File: src/rtl/punc_pc_ir_cc.sv
// PUnC LC3 architectural state: the program counter, instruction register,
// N/Z/P condition codes, LDI pointer and a retired-instruction counter.
// Every register obeys the control-FSM strobes in every cycle. The
// PC-relative offset sums are combinational from the registered pc and ir.
module punc_pc_ir_cc #(
  parameter int WIDTH = 16
) (
  input  logic             clk,
  input  logic             rst,
  input  logic             pc_clr,
  input  logic             pc_ld,
  input  logic             pc_inc,
  input  logic [1:0]       pc_ld_data_sel,
  input  logic             ir_ld,
  input  logic             ldi_reg_ld,
  input  logic             cond_ld,
  input  logic             cond_ld_data_sel,
  input  logic [WIDTH-1:0] mem_r_data,
  input  logic [WIDTH-1:0] rf_r0_data,
  input  logic [WIDTH-1:0] alu_out,
  input  logic [WIDTH-1:0] rf_w_data,
  output logic [WIDTH-1:0] pc,
  output logic [WIDTH-1:0] ir,
  output logic [WIDTH-1:0] ldi_reg,
  output logic [WIDTH-1:0] pc_off9,
  output logic [WIDTH-1:0] pc_off11,
  output logic             n,
  output logic             z,
  output logic             p,
  output logic [WIDTH-1:0] instr_count
);

  localparam logic [WIDTH-1:0] ONES = {WIDTH{1'b1}};

  logic [WIDTH-1:0] cond_src;
  logic             cond_zero;

  // Branch and jump targets. Wrap-around modulo 2^WIDTH is intended.
  assign pc_off9  = pc + {{(WIDTH-9){ir[8]}},   ir[8:0]};
  assign pc_off11 = pc + {{(WIDTH-11){ir[10]}}, ir[10:0]};

  // The condition codes track either the ALU result or the value written back to the register file.
  assign cond_src  = cond_ld_data_sel ? rf_w_data : alu_out;
  assign cond_zero = (cond_src == '0);

  // PC update. Clear has the highest priority, then load, then increment.
  // Select 3 on a load is reserved, so the PC holds.
  always_ff @(posedge clk or posedge rst) begin
    if (rst) begin
      pc <= '0;
    end else if (pc_clr) begin
      pc <= '0;
    end else if (pc_ld) begin
      case (pc_ld_data_sel)
        2'd0:    pc <= pc_off9;
        2'd1:    pc <= rf_r0_data;
        2'd2:    pc <= pc_off11;
        default: pc <= pc;
      endcase
    end else if (pc_inc) begin
      pc <= pc + 1'b1;
    end
  end

  // IR and the LDI pointer capture memory read data independently of the PC strobes.
  always_ff @(posedge clk or posedge rst) begin
    if (rst) begin
      ir      <= '0;
      ldi_reg <= '0;
    end else begin
      if (ir_ld)      ir      <= mem_r_data;
      if (ldi_reg_ld) ldi_reg <= mem_r_data;
    end
  end

  // Condition codes are one-hot. Reset selects Z.
  always_ff @(posedge clk or posedge rst) begin
    if (rst) begin
      n <= 1'b0;
      z <= 1'b1;
      p <= 1'b0;
    end else if (cond_ld) begin
      n <= cond_src[WIDTH-1];
      z <= cond_zero;
      p <= ~cond_src[WIDTH-1] & ~cond_zero;
    end
  end

  // The retired-instruction count increments on each IR load and sticks at all-ones.
  always_ff @(posedge clk or posedge rst) begin
    if (rst) begin
      instr_count <= '0;
    end else if (ir_ld && (instr_count != ONES)) begin
      instr_count <= instr_count + 1'b1;
    end
  end

endmodule

File: config.mk
export PLATFORM = sky130hd
export DESIGN_NAME = punc_pc_ir_cc
export DESIGN_NICKNAME = d
export VERILOG_FILES = /design/src/rtl/punc_pc_ir_cc.sv
export SDC_FILE = /design/constraint.sdc
export NUM_CORES = 1
export LEC_CHECK = 0
export ABC_AREA = 1
export CAP_MARGIN = 20
export CORE_ASPECT_RATIO = 1.4
export CORE_MARGIN = 5
export CORE_UTILIZATION = 46
export CTS_CLUSTER_SIZE = 10
export DETAILED_ROUTE_END_ITERATION = 16
export PLACE_DENSITY_LB_ADDON = 0.25
export SLEW_MARGIN = 20
export SYNTH_ARGS = -nofsm -noshare
export SYNTH_HDL_FRONTEND = slang
export SYNTH_SLANG_ARGS = --single-unit
File: constraint.sdc
create_clock -name clk -period 2.73 [get_ports clk]
set_input_delay 0.6825 -clock clk [delete_from_list [all_inputs] [get_ports clk]]
set_output_delay 0.6825 -clock clk [all_outputs]
set_load 0.02 [all_outputs]
==> run summary <==
The design draws 0.00538 W. At the later pin of the worst-skew pair, clock insertion delay measures 330 ps. The area growth from synthesis to layout came out at 70.5%. The clock tree from TritonCTS is built. The placed instances occupy a cell area of 7460 um^2. The library cell contributing the largest single delay on the critical path is dfrtp_1. The total of endpoints with negative setup slack in the final report came out at 12.

The final reports fail on setup timing. The number of antenna violations at the first check in global routing came out at 0. The largest single stage delay on the critical path is 390 ps. The synthesized area per cell is 6.93 um^2. The post-synthesis sequential element count came out at 67. Routability-driven placement finished with a final weighted congestion of 0.948.

The number of standard-cell rows in the floorplan is 45. The count of H-tree levels built during CTS came out at 3. For this run, the leading register cell type out of synthesis is dfrtp_1. The core area came out at 10800 um^2. For met1 alone, demand over resource in global routing was 30.4%. In the layout the commonest cells are nand2_1 (220), clkdlybuf4s50_1 (143), buf_4 (107), inv_1 (83), dfrtp_1 (60). The max-capacitance violation count came out at 0. The routed layout has 5984 vias. dfrtp_1 takes more of the synthesized area than any other cell.

The cell leakage power came out at 4.17 nW. The sum of net half-perimeters after detailed placement is 14800 um. The number of cells produced by synthesis came out at 722. Counting I/O delays and the setup requirement, the final critical path takes 2850 ps.

In this run, synthesis inferred 0 flip-flops with an integrated enable. For met2 alone, demand over resource in global routing was 51.6%. The share of async-settable or async-resettable flops after synthesis is 100%. The part of the Yosys area used for sequential elements came out at 33.6%. The maximum number of pins on one net before global-route repair is 68. After the last flow step, the layout net total stands at 1096. For met3 alone, demand over resource in global routing was 6.18%.

Dividing the detail-routed wire length by the instance count gives 16.8 um. The Yosys warning count came out at 0. The number of I/O port buffers is 173.

The worst setup path is of the reg -> out kind. The first global-routing pass estimated 29700 um of wire. Static timing analysis puts the maximum clock frequency at 351 MHz. The layout filler cell count came out at 728.

The final worst clock skew came out at 3.34 ps. The clock drives 67 sinks. The number of diodes came out at 0.

The transition at the pin with the smallest max-transition slack is 513 ps. Setup repair after global routing could not meet its margin everywhere. The post-detailed-routing wire length came out at 19100 um.

The die boundary height came out at 133 um. By area the synthesized netlist is led by dfrtp_1 (33%), nand2_1 (19%), inv_1 (7.1%), ha_1 (6.5%), nand3_1 (5.4%). The number of top-level pins came out at 174.

For this design, the CTS-stage hold fixing added 0 buffers. The post-synthesis cell type count came out at 37. The final worst-path cycle share came out at 104%. The run finished, with violations left. The most frequent standard cell in the layout excluding fill and tap cells is nand2_1. After clock tree synthesis, the clock-pin slew on the worst setup and hold paths is 60 ps. The final-report max-slew violation count is 0. The arrival time of the worst setup path is 2170 ps. The power density over the cells came out at 630 nW/um^2.

Among the stages of the critical path, the cell type that occurs most often is nand2_2. The sum of negative setup slack came out at -790 ps. The total track usage came out at 28.1%. The number of routed nets with antenna violations came out at 0. The remaining design rule violation count is 0. STA classifies the critical path startpoint as a flip-flop.

The die span in x is 98.1 um. The pre-antenna-repair detailed-routing pass consisted of 5 iterations. The initial core utilization is 46.5%. The maximum fanout along the worst path is 3. The clock passes through at most 2 buffers. The final number of hold-violating endpoints came out at 0. The most crowded layer after global routing is met2.

The largest voltage drop on the vdd net came out at 0.000719 V. TritonCTS created 9 clock buffers. After synthesis the cells add up to 5000 um^2. The finished layout cell area came out at 8530 um^2. The area share of the largest cell type after synthesis is 33.0%.

The post-route worst setup slack is -121 ps. The headroom to the max-slew limit is 65.7%. The path class of the tightest hold or removal check is reg -> reg. The via count of the first global-routing pass came out at 6174. The endpoint required time on the critical path is 2050 ps.

The area enclosed by the die boundary came out at 13100 um^2. The detail-routed via count per cell is 5.25. The fraction of final layout cells sized beyond drive strength 1 is 28.9%. The number of DRC markers in iteration 0 is 365. Clock tree synthesis selected as its root buffer the cell clkbuf_16. The critical path goes through ha_2, fa_2, nand3_2, nand2_2, nand2_2, nand2_4, buf_6, nand2_4, nand2_2, nand2_2, and2_4, buf_6.

Counting every net in the synthesized netlist gives 824. For this run the aggregate overflow at the end of global routing stands at 0. STA classifies the critical path endpoint as an output pin.
cell families after synthesis:
logic type | synth area share [%]
simple gates | 34.4
buf+inv | 9.56
flops | 33.6
compound gates | 6.78
xor+xnor | 5.25
fa+ha+maj | 6.91
mux | 3.60
stage by stage:
| step | hold slack (ps) | worst slack (ps) | instances | utilization (%) |
|---|---|---|---|---|
| global route | 517 | -179 | 1140 | 79.3 |
| floorplan | 516 | 95.7 | 722 | - |
| global placement | 453 | -209 | 1102 | 69.3 |
| CTS | 480 | -78.7 | 1127 | 75.3 |
| finish | 477 | -121 | 1140 | 79.3 |
| detailed placement | 463 | -260 | 1102 | 69.3 |
worst max-delay path, delay by kind of cell (launching register included):
| kind | cells | cell delay [ps] |
|---|---|---|
| buffers and inverters | 2 | 220 |
| flip-flops | 1 | 390 |
| AND/OR/NAND/NOR | 8 | 620 |
| adder cells (fa/ha/maj) | 2 | 590 |
synth_stat cells (2+ instances only):
cell      number
nor4_1         8
dfrtp_1       66
inv_1         94
nor3_1         9
nand2_1      256
and2_1         8
nand3b_1       7
mux2_2        16
nor2_1        41
xor2_1        21
clkbuf_1       9
buf_4         10
a22oi_1        2
ha_1          26
nand3_1       54
xnor2_1        9
o21ai_0       21
nor2_2         2
a21oi_1       33
nand2_2        2
nand4_1       11
o211ai_1       2
power breakdown:
part | switching, W | leakage (nW) | internal, W
clock network | 0.000431 | 0.156 | 0.000796
logic | 0.00148 | 3.21 | 0.00134
registers | 0.000188 | 0.813 | 0.00114
layout make-up:
| type | instances | area, um^2 | share of cell area, % |
|---|---|---|---|
| tap | 141 | 176 | 2.07 |
| clock buffer | 9 | 225 | 2.64 |
| inverter | 96 | 360 | 4.23 |
| multi-input combinational | 538 | 3430 | 40.2 |
| clock inverter | 7 | 91.3 | 1.07 |
| timing repair buffer | 282 | 2560 | 30.0 |
| sequential | 67 | 1690 | 19.8 |
timing repair:
| action | CTS | global route |
|---|---|---|
| pin swaps | 7 | 34 |
| endpoints found under the setup margin | 30 | 24 |
| gates resized for setup | 151 | 115 |
| setup buffers | 9 | 13 |
per-layer routing:
| metal | part of all wire [%] | routed length, um |
|---|---|---|
| met5 | 0 | 0 |
| met4 | 4.0 | 761 |
| met3 | 7.2 | 1380 |
| met2 | 52 | 9990 |
| met1 | 37 | 7020 |
final timing paths:
path                        start             end  slack [ps]  depth (start not counted)
max reg2reg                 ir[0]           pc[8]         470                         14
min reg2reg                ir[15]          ir[15]         480                          2
min in group asynchronous     rst  instr_count[1]         740                          3
max                         ir[0]    pc_off11[12]        -120                         12
min                        ir[15]          ir[15]         480                          2
max in group asynchronous     rst               z        1660                          3
(Power assumes the default switching activity.)
==> RTL edit, RTL diff (same settings) <==
Change the parameter `WIDTH` from 16 to 32.
--- a/src/rtl/punc_pc_ir_cc.sv
+++ b/src/rtl/punc_pc_ir_cc.sv
@@ -3,7 +3,7 @@
 // Every register obeys the control-FSM strobes in every cycle. The
 // PC-relative offset sums are combinational from the registered pc and ir.
 module punc_pc_ir_cc #(
-  parameter int WIDTH = 16
+  parameter int WIDTH = 32
 ) (
   input  logic             clk,
   input  logic             rst,
Ports: changed (10 resized); port bits go from 174 to 334. No check against the original RTL was run, so the function may have changed too.
==> RTL edit against the original RTL <==
  * Area after synthesis grew 130%
  * Setup slack lost 650 ps
  * Final cell count grew 140%
  * Sequential cell count grew 64
  * Critical path depth shrank 2
  * Largest cell class unchanged
  * Die area grew 120%
  * Hold slack gained 13 ps
  * Non-clock buffer count grew 349
  * Maximum frequency shrank 19%
  * Final area grew 140%
  * The flow still finishes with violations (setup timing)
  * Wire length grew to 3.1 times the old value
  * Via count grew to 2.5 times the old value
  * Total power grew 150%
==> RTL edit: results (changes against the original RTL) <==
Outcome
  – Status: finished, violations left (unchanged)
  – Failing checks: setup timing (unchanged)

Finish
  – Fraction of area in multi-input gates: 46.8% (was 40.2%)
  – Share of cells above drive strength 1: 40.1% (was 28.9%)
  – #MultiIn Comb: 1,333 (was 538)
  – Inverters excl. clock: 237 (was 96)
  – Buffers, non-clock: 631 (was 282)
  – Final non-clock buffer share: 28.4% (was 30.0%)
  – Register Area: 3290 µm² (was 1690 µm²)

Critical path
  – Crit path largest cell delay: 580 ps (was 390 ps)
  – Crit. Startpoint: ir[8] (was ir[0])

Logic synthesis
  – Syn nets: 1,940 (was 824)
  – Synth top area cells: dfrtp_1 28%, nand2_1 20%, inv_1 7.4% (was dfrtp_1 33%, nand2_1 19%, inv_1 7.1%)
  – Compound-Gate Fraction of Synth Area: 7.51% (was 6.78%)
  – Post-synthesis xor/xnor area fraction: 5.75% (was 5.25%)
  – Yosys cell types: 47 (was 37)

Global routing
  – First-pass GRT wire length: 83,400 µm (was 29,700 µm)

Clock tree
  – Clk Latency, worst-skew pair: 430 ps (was 330 ps)

Placed design
  – HPWL Detailed: 41,900 µm (was 14,800 µm)
  – Gpl congestion: 1.01 (was 0.948)
  – Worst slack, placed: -704 ps (was -260 ps)
  – Post-place instance area: 16,900 µm² (was 7460 µm²)

Pwr
  – Power Sequential: 0.00247 W (was 0.00133 W)
  – Combinational share of power: 64.4% (was 52.4%)
  – P_comb: 0.00851 W (was 0.00282 W)
  – Worst vdd ir: 0.000512 V (was 0.000719 V)
  – Int Pwr: 0.00747 W (was 0.00328 W)

Timing
  – Relative slew slack: 62.1% (was 65.7%)
  – Setup violators final: 60 (was 12)
  – Final worst slack: -771 ps (was -121 ps)
  – Clock skew: 10.8 ps (was 3.34 ps)

Route
  – DR pass1 iterations: 7 (was 5)
  – Drt wl/cell: 21.9 µm (was 16.8 µm)

Worst hold path
  – HP Start: p (was ir[15])
RTL edit: cell types whose count changed after synthesis, moves of 48 or more:
| cell | unedited run | this run |
|---|---|---|
| a21oi_1 | 33 | 94 |
| dfrtp_1 | 66 | 130 |
| inv_1 | 94 | 229 |
| mux2_2 | 16 | 64 |
| nand2_1 | 256 | 608 |
| nand3_1 | 54 | 104 |
| nor2_1 | 41 | 144 |
RTL edit: path summary, 6_finish.rpt:
| kind | cells past startpoint | slack (ps) | endpoint |
|---|---|---|---|
| worst max-delay path | 10 | -770 | pc_off9[12] |
| worst min-delay path | 2 | 490 | p |
| worst max register to register | 21 | -400 | pc[30] |
| worst min register to register | 2 | 490 | p |
| max in group asynchronous | 3 | 1390 | ir[8] |
| min in group asynchronous | 2 | 640 | ldi_reg[27] |
RTL edit: layer usage:
metal | global-route usage, % | up-vias | routed length (µm)
met4 | 29.1 | 2 | 6210
met5 | 0 | - | 20
met3 | 8.28 | 362 | 4670
met2 | 69.2 | 873 | 29500
met1 | 37.1 | 7034 | 18400
li1 | - | 6738 | -
RTL edit: repair_timing:
action,4_1_cts,5_1_grt
gates resized for setup,744,258
setup endpoints to repair,62,68
setup buffers,50,33
pin swaps,113,143
RTL edit: worst register-to-register path, delay by kind of cell, from the launching register on:
family / cells / cell delay, ps
DFF: 1 / 560
adders and majority gates: 1 / 260
AOI/OAI and AO/OA: 2 / 240
and+or+nand+nor: 10 / 870
buffers and inverters: 8 / 1100
RTL edit: per-stage QoR:
step | cells | hold slack [ps]
3_3_place_gp | 2580 | 463
4_1_cts | 2658 | 488
6_report | 2679 | 490
2_1_floorplan | 1742 | 517
3_5_place_dp | 2580 | 475
5_1_grt | 2679 | 512
